===== src/rtl/tug_field.sv =====
// tug_field: tug-of-war playfield controller.
// One lit position moves one step per accepted press toward the pressing
// player. Pushing it off an edge scores a round win, holds the win indication
// for HOLD_CYCLES cycles, then re-centres the light.
// Optional feature macro: TUG_FIELD_MATCH_LIMIT_EN
//   defined   -> reaching MATCH_POINTS ends the match (DONE, match_over = 1),
//                scores saturate at MATCH_POINTS
//   undefined -> scores wrap modulo 2^SCORE_W, match_over tied to 0
module tug_field #(
  parameter int NUM_LIGHTS   = 9,
  parameter int SCORE_W      = 3,
  parameter int HOLD_CYCLES  = 4,
  parameter int MATCH_POINTS = 7
) (
  input  logic                  clk,
  input  logic                  reset,
  input  logic                  round_restart,
  input  logic                  L,
  input  logic                  R,
  output logic [NUM_LIGHTS-1:0] lights,
  output logic                  win_l,
  output logic                  win_r,
  output logic [SCORE_W-1:0]    score_l,
  output logic [SCORE_W-1:0]    score_r,
  output logic                  match_over
);

  localparam int POS_W = (NUM_LIGHTS > 1) ? $clog2(NUM_LIGHTS) : 1;
  localparam int CNT_W = (HOLD_CYCLES > 0) ? $clog2(HOLD_CYCLES + 1) : 1;

  localparam logic [POS_W-1:0]   POS_CENTRE = POS_W'((NUM_LIGHTS - 1) / 2);
  localparam logic [POS_W-1:0]   POS_LEFT   = POS_W'(NUM_LIGHTS - 1);
  localparam logic [POS_W-1:0]   POS_RIGHT  = '0;
  localparam logic [CNT_W-1:0]   HOLD_LOAD  = CNT_W'(HOLD_CYCLES - 1);
  localparam logic [SCORE_W-1:0] MATCH_SCORE = SCORE_W'(MATCH_POINTS);

`ifdef TUG_FIELD_MATCH_LIMIT_EN
  localparam bit LIMIT_EN = 1'b1;
`else
  localparam bit LIMIT_EN = 1'b0;
`endif

  typedef enum logic [1:0] {
    PLAY   = 2'd0,
    HOLD_L = 2'd1,
    HOLD_R = 2'd2,
    DONE   = 2'd3
  } state_t;

  state_t             state, state_n;
  logic [POS_W-1:0]   pos, pos_n;
  logic [CNT_W-1:0]   cnt, cnt_n;
  logic [SCORE_W-1:0] score_l_n, score_r_n;
  logic               mv_l, mv_r;

  // A simultaneous press from both players cancels out.
  assign mv_l = L & ~R;
  assign mv_r = R & ~L;

  // Round-win score update: wraps when unlimited, saturates at the match score
  // when the match limit is in force.
  function automatic logic [SCORE_W-1:0] bump(input logic [SCORE_W-1:0] s);
    if (LIMIT_EN && (s >= MATCH_SCORE)) return s;
    return s + SCORE_W'(1);
  endfunction

  // Next-state decode: round_restart first, then the per-state play rules.
  always_comb begin
    // NOTE: every signal gets a default before the case so no path leaves it
    // unassigned; a missing default here would infer a latch.
    state_n   = state;
    pos_n     = pos;
    cnt_n     = cnt;
    score_l_n = score_l;
    score_r_n = score_r;

    if (round_restart && (state != DONE)) begin
      state_n = PLAY;
      pos_n   = POS_CENTRE;
      cnt_n   = '0;
    end else begin
      case (state)
        PLAY: begin
          if (mv_l) begin
            if (pos == POS_LEFT) begin
              score_l_n = bump(score_l);
              state_n   = HOLD_L;
              cnt_n     = HOLD_LOAD;
            end else begin
              pos_n = pos + POS_W'(1);
            end
          end else if (mv_r) begin
            if (pos == POS_RIGHT) begin
              score_r_n = bump(score_r);
              state_n   = HOLD_R;
              cnt_n     = HOLD_LOAD;
            end else begin
              pos_n = pos - POS_W'(1);
            end
          end
        end

        HOLD_L, HOLD_R: begin
          if (cnt == '0) begin
            pos_n = POS_CENTRE;
            if (LIMIT_EN &&
                (((state == HOLD_L) && (score_l == MATCH_SCORE)) ||
                 ((state == HOLD_R) && (score_r == MATCH_SCORE)))) begin
              state_n = DONE;
            end else begin
              state_n = PLAY;
            end
          end else begin
            cnt_n = cnt - CNT_W'(1);
          end
        end

        default: begin
          pos_n = POS_CENTRE;
        end
      endcase
    end
  end

  // State and registered outputs, all derived from the next-state values so
  // that outputs change on the same edge as the state they describe.
  always_ff @(posedge clk) begin
    // NOTE: sequential state uses non-blocking assignments so every register
    // samples the pre-edge values regardless of statement order.
    if (reset) begin
      state      <= PLAY;
      pos        <= POS_CENTRE;
      cnt        <= '0;
      score_l    <= '0;
      score_r    <= '0;
      lights     <= NUM_LIGHTS'(1) << POS_CENTRE;
      win_l      <= 1'b0;
      win_r      <= 1'b0;
      match_over <= 1'b0;
    end else begin
      state      <= state_n;
      pos        <= pos_n;
      cnt        <= cnt_n;
      score_l    <= score_l_n;
      score_r    <= score_r_n;
      lights     <= ((state_n == HOLD_L) || (state_n == HOLD_R)) ?
                    '0 : (NUM_LIGHTS'(1) << pos_n);
      win_l      <= (state_n == HOLD_L);
      win_r      <= (state_n == HOLD_R);
      match_over <= LIMIT_EN && (state_n == DONE);
    end
  end

endmodule


===== config.mk =====
export PLATFORM = sky130hd
export DESIGN_NAME = tug_field
export DESIGN_NICKNAME = d
export VERILOG_FILES = /design/src/rtl/tug_field.sv
export SDC_FILE = /design/constraint.sdc
export NUM_CORES = 1
export LEC_CHECK = 0
export CORE_UTILIZATION = 50
export CTS_BUF_LIST = sky130_fd_sc_hd__clkbuf_8
export CTS_CLUSTER_DIAMETER = 50
export DETAILED_ROUTE_END_ITERATION = 8
export GPL_TIMING_DRIVEN = 1
export PLACE_DENSITY = 0.82
export SYNTH_ARGS = -nofsm -noshare
export SYNTH_HDL_FRONTEND = slang
export SYNTH_SLANG_ARGS = --single-unit

===== constraint.sdc =====
create_clock -name clk -period 3.1 [get_ports clk]
set_input_delay 0.775 -clock clk [delete_from_list [all_inputs] [get_ports clk]]
set_output_delay 0.775 -clock clk [all_outputs]
set_load 0.02 [all_outputs]

==> out/qor.json, run 1 <==
{
  "timing": {
    "layout_setup_ws_ns": 0.2785,
    "grt_setup_unrepaired": "false",
    "hold-worst-slack_ns": 0.5252,
    "max_slew_headroom_at_the_worst_pin_pct": 63.91,
    "clock_tree_skew_after_final_layout_ns": 0.003792,
    "final-max-slew-violation-count": 0,
    "setup-violations-final": 0,
    "max_freq_mhz": 354.4,
    "finalCritPeriodShare_pct": 91.02,
    "finalHoldViolCount": 0,
    "fin_crit_ns": 2.821,
    "timing_worst_slew_pin_value_ns": 0.5413
  },
  "global_routing": {
    "grtUsageTotal_pct": 25.10,
    "pin_count_of_the_biggest_net_entering_global_routing": 16,
    "antenna_violations_before_repair": 0,
    "first_global_vias": 1343,
    "grt-ovfl-total": 0,
    "grt_pass1_wl_um": 6244
  },
  "setup_path": {
    "critical_path_depth": 13,
    "cpMaxStageDelayCell": "or3b_4",
    "timing.critical_path.arrival_ns": 3.01,
    "worst-endpoint-required_ns": 3.29,
    "max_stage_delay_ns": 0.43,
    "critical_path.endpoint_type": "register",
    "timing.critical_path.from_type": "primary input",
    "cp-startpoint": "L",
    "crit-reg2reg-capture": "lights[8]",
    "timing.critical_path.to": "lights[8]",
    "crit_buf_inv": 3,
    "crit_fanout": 5,
    "source_of_the_worst_register_to_register_timing_path": "pos[0]",
    "crit_family": "simple AND/OR/NAND/NOR gates",
    "r2r_cells": 12,
    "r2r_setup_slack_ns": 0.39,
    "cp_cell_sequence": "dlymetal6s2s_1 > inv_1 > ha_2 > nand2_2 > nor4_4 > buf_4 > nand2_1 > o211ai_1 > nand2b_4 > ha_4 > nor2b_4 > or3b_4 > nor4b_4",
    "setup.worst_path.class": "primary input to register"
  },
  "floorplanning": {
    "floorplan.initialDensity_pct": 53.18,
    "fp.dieArea_mm2": 0.003153,
    "placementRows": 19,
    "pin_count": 23,
    "dieHeight_um": 56.16,
    "chipWidth_um": 56.16,
    "coreArea_mm2": 0.002758
  },
  "yosys": {
    "synth.distinct_cells": 49,
    "post-synth-top-area-fraction_pct": 35.49,
    "post_synthesis_cells": 167,
    "postSynth.topFlopCell": "dfxtp_1",
    "register_area_share_after_synthesis_pct": 35.49,
    "synthesis.area_mm2": 0.001466,
    "postSynthRegisterBits": 26,
    "synthArstFlopShare_pct": 0,
    "synth.yosys.warnings": 0,
    "syn-mean-instance-area_um2": 8.781,
    "yosys-top-cells-area": "dfxtp_1 35%, ha_1 10%, nor2_1 4.1%, inv_1 3.8%, xor2_1 3.6%",
    "synth_edf_count": 0,
    "syn-num-nets": 184,
    "synthDominantAreaCellType": "dfxtp_1"
  },
  "finish": {
    "final_nets": 219,
    "most-common-layout-cells": "26 x dfxtp_1, 19 x clkdlybuf4s50_1, 15 x inv_1, 15 x nor2_1, 15 x buf_4",
    "layout_commonest_cell": "dfxtp_1",
    "fillerInstances": 214,
    "sequential_cell_area_in_the_final_layout_um2": 520.5,
    "antenna_cells": 0,
    "syn_to_final_growth_pct": 33.36,
    "finalNonFillerCells": 232,
    "ratio_of_cells_with_drive_above_1_in_the_final_layout_pct": 20.40,
    "multi_input_combinational_cell_area_um2": 940.9
  },
  "run_status": {
    "status": "completed"
  },
  "detailed_routing": {
    "ant_nets": 0,
    "drt-pass1-iter-count": 4,
    "met3RoutedLength_um": 102,
    "drt-vias-per-instance": 5.707,
    "drc": 0,
    "met2_wirelength_um": 2029,
    "starting_drt_drc_count": 57,
    "num_vias": 1324,
    "detail_route.wirelength_um": 3792,
    "drt-wirelength-per-cell_um": 16.34,
    "routedLengthMet1_um": 1551,
    "highest_layer": "met4"
  },
  "power_and_ir_drop": {
    "p_leak_nw": 0.8160,
    "max-vdd-ir-drop_uv": 447.5,
    "pwr_dens_mw_per_mm2": 375.7
  },
  "clock_tree": {
    "worstSkewPairLatency_ns": 0.27,
    "cts.htree.levels": 1,
    "cts_hold_buf": 0,
    "cts_buffers": 3,
    "clock_path_buffers": 2,
    "cts_tree": "done",
    "path_clk_slew_ns": 0.09,
    "cts.sink_count": 26,
    "clock-root-buffer": "clkbuf_8"
  },
  "placement": {
    "gp_congestion": 0.7803,
    "detailedPlace.worstSlack_ns": -0.4105,
    "place_hpwl_um": 2654,
    "port-buffer-count": 21,
    "dp_cells": 224
  },
  "min_path": {
    "timing.hold.worst.class": "register to register"
  },
  "job": {
    "cap_viol_max_count": 0
  }
}
-- per-layer routing --
metal | up-vias | global-route usage, %
met1 | 627 | 30.42
met4 | 0 | 9.756
met2 | 38 | 45.24
met5 | - | 0
met3 | 13 | 2.558
li1 | 646 | -
-- worst register-to-register path: stages, from the launching register on --
cell	delay, ns
dfxtp_1	0.36
inv_1	0.12
ha_1	0.29
nand2_2	0.10
nor4_4	0.27
buf_4	0.17
nand2_1	0.05
o211ai_1	0.15
nand2b_4	0.19
ha_4	0.13
nor2b_4	0.14
or3b_4	0.43
nor4b_4	0.22
-- cell type report --
type	count	share of cell area [%]
repair buffers	36	16.76
multi-input cells	120	48.11
clock inverters	1	1.536
clock buffers	3	2.111
well taps	31	1.983
inverters	15	2.879
flip-flops and latches	26	26.62
-- worst min-delay path by stage --
stage                    start    endpoint  slack (ns)  cells past startpoint
CTS                     cnt[1]      cnt[1]        0.53                      2
detailed placement  score_r[2]  score_r[2]        0.51                      2
global placement        cnt[0]      cnt[0]        0.46                      1
global route            cnt[1]      cnt[1]        0.54                      2
finish                  cnt[1]      cnt[1]        0.53                      2
floorplan               cnt[0]      cnt[0]        0.45                      1
-- cell usage after synthesis (all sizes together) (2+ instances only) --
cell type   n
nand2b      3
nand4       3
a311oi      2
or2         4
ha         12
nor3        7
buf         4
mux2i       2
o31ai       3
o21ai       6
a21oi       4
and2        2
dfxtp      26
nor2b       8
nor2       16
o211ai      3
nor4        4
nand3       4
xor2        6
inv        15
clkbuf      2
nand2       9
-- registers in the layout, summed over array words and instances (netlist names) --
register / flops
lights: 9
pos: 4
cnt: 3
score_r: 3
win_r: 1
state: 2
score_l: 3
win_l: 1
-- through the flow --
step | TNS, ns | total power [mW] | util [%] | cell area (um2)
global placement | -1.755 | 0.4453 | 64.02 | 1765
CTS | 0 | 0.7291 | 68.33 | 1884
finish | 0 | 0.7347 | 70.92 | 1956
global route | 0 | 0.7584 | 70.92 | 1956
detailed placement | -2.632 | 0.4501 | 64.02 | 1765
floorplan | 0 | 0.4150 | - | 1473
-- power breakdown --
group,internal [mW],leakage (nW),switching [mW]
Clock,0.173,0.0357,0.109
Combinational,0.0472,0.570,0.0595
Sequential,0.340,0.210,0.00593
-- timing repair --
item                                    in CTS  in global routing
buffers inserted                             2                  2
gates cloned                                 0                  0
pin swaps                                    1                  6
endpoints found under the setup margin       6                  9
endpoints found under the hold margin        0                  0
gates resized for setup                      6                 12
-- cell families after synthesis --
group | share of synthesized area, %
compound gates | 15.79
xor+xnor | 4.181
fa+ha+maj | 10.24
buf+inv | 6.484
flops | 35.49
mux | 1.365
other cells | 0.2557
simple gates | 26.20
(Power assumes the default switching activity.)
==> run 2: changes to the inputs <==
CORE_UTILIZATION = 55   (was 50)
HOLD_SLACK_MARGIN = 0.08   (was unset)
PLACE_DENSITY = 0.85   (was 0.82)
clock period = 2.7 ns   (was 3.1 ns; I/O delays follow)
==> run 2 against run 1 <==
- critical path depth decreased by 2
- combinational power grew 23%
- critical endpoint unchanged
- clock power increased by 14%
- worst hold slack improved by 0.012 ns
- cell count up 5.6%
- die area shrank 8.8%
- global-route usage up 4.3 points
- sequential cell count stayed put
- setup slack worse by 0.22 ns
- routed wire length is 4.0% higher
- critical path type unchanged
==> out/qor.json, run 2 (same netlist as run 1, synthesis figures left out) <==
{
  "finish": {
    "finalNonFillerCells": {"value": 245, "change": "+5.6%"},
    "reg_top3": "lights x9, pos x4",
    "antenna_cells": {"value": 0, "change": "unchanged"},
    "syn_to_final_growth_pct": 40.19,
    "most-common-layout-cells": "28 x buf_4, 26 x dfxtp_1, 19 x clkdlybuf4s50_1",
    "layout_commonest_cell": "buf_4",
    "largest_register": "lights",
    "final_nets": {"value": 233, "change": "+6.4%"},
    "finish.utilization": {"value": 82.23, "unit": "%", "change": "+11 points"},
    "max_reg_flops": {"value": 9, "change": "unchanged"},
    "ratio_of_cells_with_drive_above_1_in_the_final_layout": {"value": 27.44, "unit": "%", "change": "+7.0 points"}
  },
  "global_routing": {
    "pin_count_of_the_biggest_net_entering_global_routing": {"value": 16, "change": "unchanged"},
    "first_global_vias": {"value": 1394, "change": "+3.8%"},
    "grtUsageTotal": {"value": 29.36, "unit": "%", "change": "+4.3 points"},
    "grt-ovfl-total": {"value": 0, "change": "unchanged"},
    "grt_pass1_wl": {"value": 6078, "unit": "um", "change": "-2.7%"},
    "antenna_violations_before_repair": {"value": 0, "change": "unchanged"}
  },
  "timing": {
    "finalCritPeriodShare_pct": 97.79,
    "final-max-slew-violation-count": {"value": 0, "change": "unchanged"},
    "finalHoldViolCount": {"value": 0, "change": "unchanged"},
    "fin_crit_ns": 2.640,
    "hold-worst-slack": {"value": 0.5370, "unit": "ns", "change": "+0.01184 ns"},
    "clock_tree_skew_after_final_layout": {"value": 0.002582, "unit": "ns", "change": "-0.001210 ns"},
    "setup-violations-final": {"value": 0, "change": "unchanged"},
    "timing.setup.tns": {"value": 0, "unit": "ns", "change": "unchanged"},
    "max_freq_mhz": 378.8
  },
  "placement": {
    "gp_congestion": {"value": 0.8174, "change": "+4.8%"},
    "place_hpwl": {"value": 2554, "unit": "um", "change": "-3.7%"},
    "dp_cells": {"value": 228, "change": "+1.8%"},
    "port-buffer-count": {"value": 21, "change": "unchanged"}
  },
  "setup_path": {
    "cp_cell_sequence": "buf_6 > inv_4 > ha_4 > nand4b_1 > o21ai_2 > o211ai_1 > nand2b_1 > ha_1 > nor2b_4 > or3b_4 > nor4b_4",
    "max_stage_delay": {"value": 0.43, "unit": "ns", "change": "about the same"},
    "source_of_the_worst_register_to_register_timing_path": "pos[0]",
    "crit_fanout": {"value": 5, "change": "unchanged"},
    "r2r_setup_slack": {"value": 0.06, "unit": "ns", "change": "-0.33 ns"},
    "setup.worst_path.class": "primary input to register",
    "cpMaxStageDelayCell": "or3b_4",
    "critical_path.endpoint_type": "register",
    "r2r_cells": {"value": 10, "change": "-2"},
    "cp-startpoint": "R",
    "timing.critical_path.arrival": {"value": 2.82, "unit": "ns", "change": "-0.19 ns"},
    "timing.critical_path.from_type": "primary input",
    "worst-endpoint-required": {"value": 2.88, "unit": "ns", "change": "-0.41 ns"},
    "crit-reg2reg-capture": "lights[8]",
    "timing.critical_path.to": "lights[8]"
  },
  "floorplanning": {
    "fp.dieArea": {"value": 0.002877, "unit": "mm2", "change": "-8.8%"},
    "pin_count": {"value": 23, "change": "unchanged"},
    "floorplan.initialDensity": {"value": 58.66, "unit": "%", "change": "+5.5 points"},
    "placementRows": {"value": 18, "change": "-1"},
    "coreArea": {"value": 0.002500, "unit": "mm2", "change": "-9.3%"},
    "chipWidth": {"value": 53.64, "unit": "um", "change": "-4.5%"},
    "dieHeight": {"value": 53.64, "unit": "um", "change": "-4.5%"}
  },
  "clock_tree": {
    "cts_tree": "done",
    "path_clk_slew": {"value": 0.09, "unit": "ns", "change": "about the same"},
    "clock_path_buffers": {"value": 2, "change": "unchanged"},
    "clock-root-buffer": "clkbuf_8",
    "cts_hold_buf": {"value": 0, "change": "unchanged"},
    "cts_buffers": {"value": 3, "change": "unchanged"},
    "cts.sink_count": {"value": 26, "change": "unchanged"},
    "cts.htree.levels": {"value": 1, "change": "unchanged"},
    "worstSkewPairLatency": {"value": 0.27, "unit": "ns", "change": "about the same"}
  },
  "detailed_routing": {
    "met3RoutedLength": {"value": 166, "unit": "um", "change": "+63%"},
    "num_vias": {"value": 1405, "change": "+6.1%"},
    "detail_route.wirelength": {"value": 3943, "unit": "um", "change": "+4.0%"},
    "highest_layer": "met4",
    "drc": {"value": 0, "change": "unchanged"},
    "drt-wirelength-per-cell": {"value": 16.09, "unit": "um", "change": "-1.5%"},
    "drt-pass1-iter-count": {"value": 4, "change": "unchanged"},
    "routedLengthMet1": {"value": 1683, "unit": "um", "change": "+8.5%"},
    "starting_drt_drc_count": {"value": 41, "change": "-28%"},
    "met2_wirelength": {"value": 2010, "unit": "um", "change": "-0.94%"},
    "drt-vias-per-instance": {"value": 5.735, "change": "+0.49%"},
    "ant_nets": {"value": 0, "change": "unchanged"}
  },
  "power_and_ir_drop": {
    "max-vdd-ir-drop": {"value": 534.5, "unit": "uV", "change": "+19%"},
    "report.power.total": {"value": 850.5, "unit": "uW", "change": "+16%"},
    "pwr_dens": {"value": 413.7, "unit": "mW/mm2", "change": "+10%"},
    "p_leak": {"value": 0.8547, "unit": "nW", "change": "+4.8%"}
  },
  "job": {
    "cap_viol_max_count": {"value": 0, "change": "unchanged"}
  },
  "run_status": {
    "status": "completed"
  },
  "min_path": {
    "timing.hold.worst.class": "register to register"
  }
}
==> run 2: changes by cell type in the layout (fill, tap and decap cells not counted), moves of 2 or more <==
cell / delta
inv_2: +2
inv_1: -3
dlymetal6s2s_1: -2
nor4_1: +2
nor4_2: -2
buf_4: +13
==> run 2: metrics by stage <==
stage	setup WS [ns]	area, um2
after detailed placement	-0.6645	1813
after global placement	-0.5240	1813
after global routing	-0.01833	2056
final	0.05980	2056
after floorplan	0.05999	1484
after CTS	0.005606	2007
==> run 2: final cells by class <==
| type | count | area, um2 |
|---|---|---|
| multi-input combinational | 120 | 930.9 |
| fill | 140 | 444.2 |
| tap | 30 | 37.54 |
| sequential | 26 | 520.5 |
| timing repair buffer | 50 | 436.7 |
| clock buffer | 3 | 41.29 |
| inverter | 15 | 58.81 |
| clock inverter | 1 | 30.03 |
==> run 2: critical path: cells and delay by family <==
| kind | cells | cell delay [ns] |
|---|---|---|
| AOI/OAI and AO/OA | 2 | 0.36 |
| adders and majority gates | 2 | 0.43 |
| and+or+nand+nor | 5 | 1.21 |
| buffers and inverters | 2 | 0.16 |
==> run 2: how the worst min path moves through the flow <==
stage	to	slack [ns]	startpoint	depth (start not counted)
after floorplan	cnt[0]	0.45	cnt[0]	1
after global placement	cnt[0]	0.46	cnt[0]	1
final	score_l[2]	0.54	score_l[2]	2
after CTS	cnt[1]	0.52	cnt[1]	2
after global routing	cnt[0]	0.57	cnt[0]	1
after detailed placement	cnt[0]	0.49	cnt[0]	1
==> run 2: power by group <==
group / switching, mW / internal [mW]
Combinational: 0.0720 / 0.0605
Sequential: 0.00487 / 0.391
Clock: 0.124 / 0.198
==> run 2: what timing repair did <==
item	CTS	global route
setup buffers	11	2
resized for setup	16	12
endpoints found under the setup margin	10	11
gates cloned	0	0
pin swaps	8	9
==> run 2: per-layer routing <==
| layer | GRT usage [%] | vias to the layer above |
|---|---|---|
| met2 | 51.25 | 50 |
| met1 | 34.48 | 674 |
| li1 | - | 671 |
| met5 | 0 | - |
| met4 | 15.35 | 0 |
| met3 | 4.237 | 10 |
==> run 3: changes to the inputs <==
CORE_UTILIZATION = 50   (was 55)
PLACE_DENSITY = unset   (was 0.85)
PLACE_DENSITY_LB_ADDON = 0.15   (was unset)
==> run 3 against run 2 <==
- register-to-register slack improved by 0.07 ns
- routed wire length fell by 13%
- clock power barely moved
- combinational power fell by 8%
- die area is 9.6% higher
- critical path type is now register to register
- largest power group unchanged
- highest routed layer unchanged
==> out/qor.json, run 3 (same netlist as run 1, synthesis figures left out) <==
{
  "clock_tree": {
    "cts_tree": "done",
    "clock-root-buffer": "clkbuf_8",
    "cts_hold_buf": {"value": 0, "change": "unchanged"},
    "path_clk_slew": {"value": 0.09, "unit": "ns", "change": "about the same"},
    "cts.sink_count": {"value": 26, "change": "unchanged"},
    "cts_buffers": {"value": 3, "change": "unchanged"},
    "cts.htree.levels": {"value": 1, "change": "unchanged"},
    "clock_path_buffers": {"value": 2, "change": "unchanged"},
    "worstSkewPairLatency": {"value": 0.27, "unit": "ns", "change": "about the same"}
  },
  "floorplanning": {
    "dieHeight": {"value": 56.16, "unit": "um", "change": "+4.7%"},
    "floorplan.initialDensity": {"value": 53.18, "unit": "%", "change": "-5.5 points"},
    "fp.dieArea": {"value": 0.003153, "unit": "mm2", "change": "+9.6%"},
    "pin_count": {"value": 23, "change": "unchanged"},
    "coreArea": {"value": 0.002758, "unit": "mm2", "change": "+10%"},
    "chipWidth": {"value": 56.16, "unit": "um", "change": "+4.7%"},
    "placementRows": {"value": 19, "change": "+1"}
  },
  "timing": {
    "finalCritPeriodShare": {"value": 95.19, "unit": "%", "change": "-2.6 points"},
    "setup-violations-final": {"value": 0, "change": "unchanged"},
    "timing_worst_slew_pin_value_ns": 0.5051,
    "clock_tree_skew_after_final_layout": {"value": 0.002926, "unit": "ns", "change": "+0.0003435 ns"},
    "grt_setup_unrepaired": "false",
    "final-max-slew-violation-count": {"value": 0, "change": "unchanged"},
    "fin_crit": {"value": 2.570, "unit": "ns", "change": "-0.07019 ns"},
    "max_freq": {"value": 389.1, "unit": "MHz", "change": "+2.7%"},
    "max_slew_headroom_at_the_worst_pin_pct": 66.20,
    "finalHoldViolCount": {"value": 0, "change": "unchanged"},
    "timing.setup.tns": {"value": 0, "unit": "ns", "change": "unchanged"}
  },
  "finish": {
    "finish.utilization": {"value": 71.78, "unit": "%", "change": "-10 points"},
    "most-common-layout-cells": "26 x dfxtp_1, 24 x buf_4, 19 x clkdlybuf4s50_1",
    "reg_top3": "lights x9, pos x4",
    "max_reg_flops": {"value": 9, "change": "unchanged"},
    "layout_commonest_cell": "dfxtp_1",
    "antenna_cells": {"value": 0, "change": "unchanged"},
    "final_nets": {"value": 228, "change": "-2.1%"},
    "syn_to_final_growth_pct": 34.98,
    "ratio_of_cells_with_drive_above_1_in_the_final_layout": {"value": 23.81, "unit": "%", "change": "-3.6 points"},
    "design_area": {"value": 0.001979, "unit": "mm2", "change": "-3.7%"},
    "largest_register": "lights"
  },
  "global_routing": {
    "grt_pass1_wl": {"value": 5789, "unit": "um", "change": "-4.8%"},
    "grt-ovfl-total": {"value": 0, "change": "unchanged"},
    "pin_count_of_the_biggest_net_entering_global_routing": {"value": 16, "change": "unchanged"},
    "grtUsageTotal": {"value": 23.37, "unit": "%", "change": "-6.0 points"},
    "first_global_vias": {"value": 1296, "change": "-7.0%"},
    "antenna_violations_before_repair": {"value": 0, "change": "unchanged"}
  },
  "detailed_routing": {
    "drt-vias-per-instance": {"value": 5.577, "change": "-2.8%"},
    "drt-pass1-iter-count": {"value": 4, "change": "unchanged"},
    "ant_nets": {"value": 0, "change": "unchanged"},
    "num_vias": {"value": 1344, "change": "-4.3%"},
    "drc": {"value": 0, "change": "unchanged"},
    "detail_route.wirelength": {"value": 3413, "unit": "um", "change": "-13%"},
    "drt-wirelength-per-cell": {"value": 14.16, "unit": "um", "change": "-12%"},
    "starting_drt_drc_count": {"value": 38, "change": "-7.3%"}
  },
  "power_and_ir_drop": {
    "p_leak": {"value": 0.8291, "unit": "nW", "change": "-3.0%"},
    "combinationalPowerShare": {"value": 14.6, "unit": "%", "change": "-1.0 points"},
    "p_int": {"value": 644.7, "unit": "uW", "change": "-0.75%"},
    "max-vdd-ir-drop": {"value": 484.3, "unit": "uV", "change": "-9.4%"},
    "seqPwrFrac": {"value": 47.3, "unit": "%", "change": "+0.8 points"},
    "pwr_dens": {"value": 422.7, "unit": "mW/mm2", "change": "+2.2%"},
    "total_switching_power": {"value": 192.0, "unit": "uW", "change": "-4.4%"},
    "power.clock.fraction": {"value": 38.1, "unit": "%", "change": "+0.2 points"},
    "power_switching_share": {"value": 22.95, "unit": "%", "change": "-0.68 points"}
  },
  "placement": {
    "placed_standard_cell_area": {"value": 0.001822, "unit": "mm2", "change": "+0.48%"},
    "place_hpwl": {"value": 2536, "unit": "um", "change": "-0.72%"},
    "gp_congestion": {"value": 0.7913, "change": "-3.2%"},
    "port-buffer-count": {"value": 21, "change": "unchanged"}
  },
  "setup_path": {
    "worst-endpoint-required": {"value": 2.87, "unit": "ns", "change": "about the same"},
    "timing.critical_path.from_type": "register",
    "crit_fanout": {"value": 5, "change": "unchanged"},
    "timing.critical_path.arrival": {"value": 2.74, "unit": "ns", "change": "-0.08 ns"},
    "critical_path.endpoint_type": "register",
    "setup.worst_path.class": "register to register"
  },
  "run_status": {
    "status": "completed"
  },
  "job": {
    "cap_viol_max_count": {"value": 0, "change": "unchanged"}
  },
  "min_path": {
    "timing.hold.worst.class": "register to register"
  }
}
==> run 3: routing by layer <==
layer | wire (um) | part of all wire, % | vias up | GRT usage (%)
li1 | - | - | 667 | -
met1 | 1553 | 46 | 640 | 29.61
met2 | 1698 | 50 | 30 | 40.48
met3 | 105 | 3.1 | 7 | 3.488
met4 | 57 | 1.7 | 0 | 7.666
met5 | 0 | 0 | - | 0
==> run 3: path summary, 6_finish.rpt <==
path	cells after the start	end	start	slack (ns)
worst min register to register	1	cnt[0]	cnt[0]	0.49
worst max register to register	10	lights[1]	state[0]	0.13
worst min-delay path	1	cnt[0]	cnt[0]	0.49
worst max-delay path	10	lights[1]	state[0]	0.13
==> run 3: through the flow <==
step	instances	power [mW]	worst slack, ns	hold slack, ns
after floorplan	167	0.4782	0.05999	0.4475
after global placement	230	0.5203	-0.4927	0.4702
after detailed placement	230	0.5221	-0.5436	0.4740
after CTS	240	0.8389	0.02936	0.4891
after global routing	241	0.8697	0.01880	0.5147
final	241	0.8367	0.1300	0.4869
==> run 3: worst max-delay path, stage by stage (launching register included) <==
cell,delay [ns]
dfxtp_1,0.37
inv_1,0.10
ha_1,0.37
a21oi_1,0.27
nor2_1,0.07
o211ai_1,0.23
nand2b_4,0.17
ha_1,0.12
nor2b_2,0.13
or3b_4,0.43
nor4_1,0.20
==> run 3: final cells by class <==
class                   instances  area [um2]
repair buffers                 45       380.4
multi-input cells             120       912.1
inverters                      15       56.30
flip-flops and latches         26       520.5
fillers                       214       778.2
clock inverters                 1       30.03
well taps                      31       38.79
clock buffers                   3       41.29
==> run 3: power groups by stage <==
| stage | clock network (mW) | registers, mW | logic, mW |
|---|---|---|---|
| 4_1_cts | 0.323 | 0.396 | 0.120 |
| 6_report | 0.319 | 0.396 | 0.122 |
| 3_5_place_dp | 0 | 0.405 | 0.117 |
| 3_3_place_gp | 0 | 0.405 | 0.116 |
| 2_1_floorplan | 0 | 0.409 | 0.0692 |
| 5_1_grt | 0.340 | 0.397 | 0.133 |
==> run 3: what timing repair did <==
action / CTS / global route
endpoints found under the hold margin: 0 / 0
pin swaps: 3 / 5
setup buffers: 6 / 1
resized for setup: 9 / 9
cloned: 0 / 0
endpoints found under the setup margin: 10 / 6
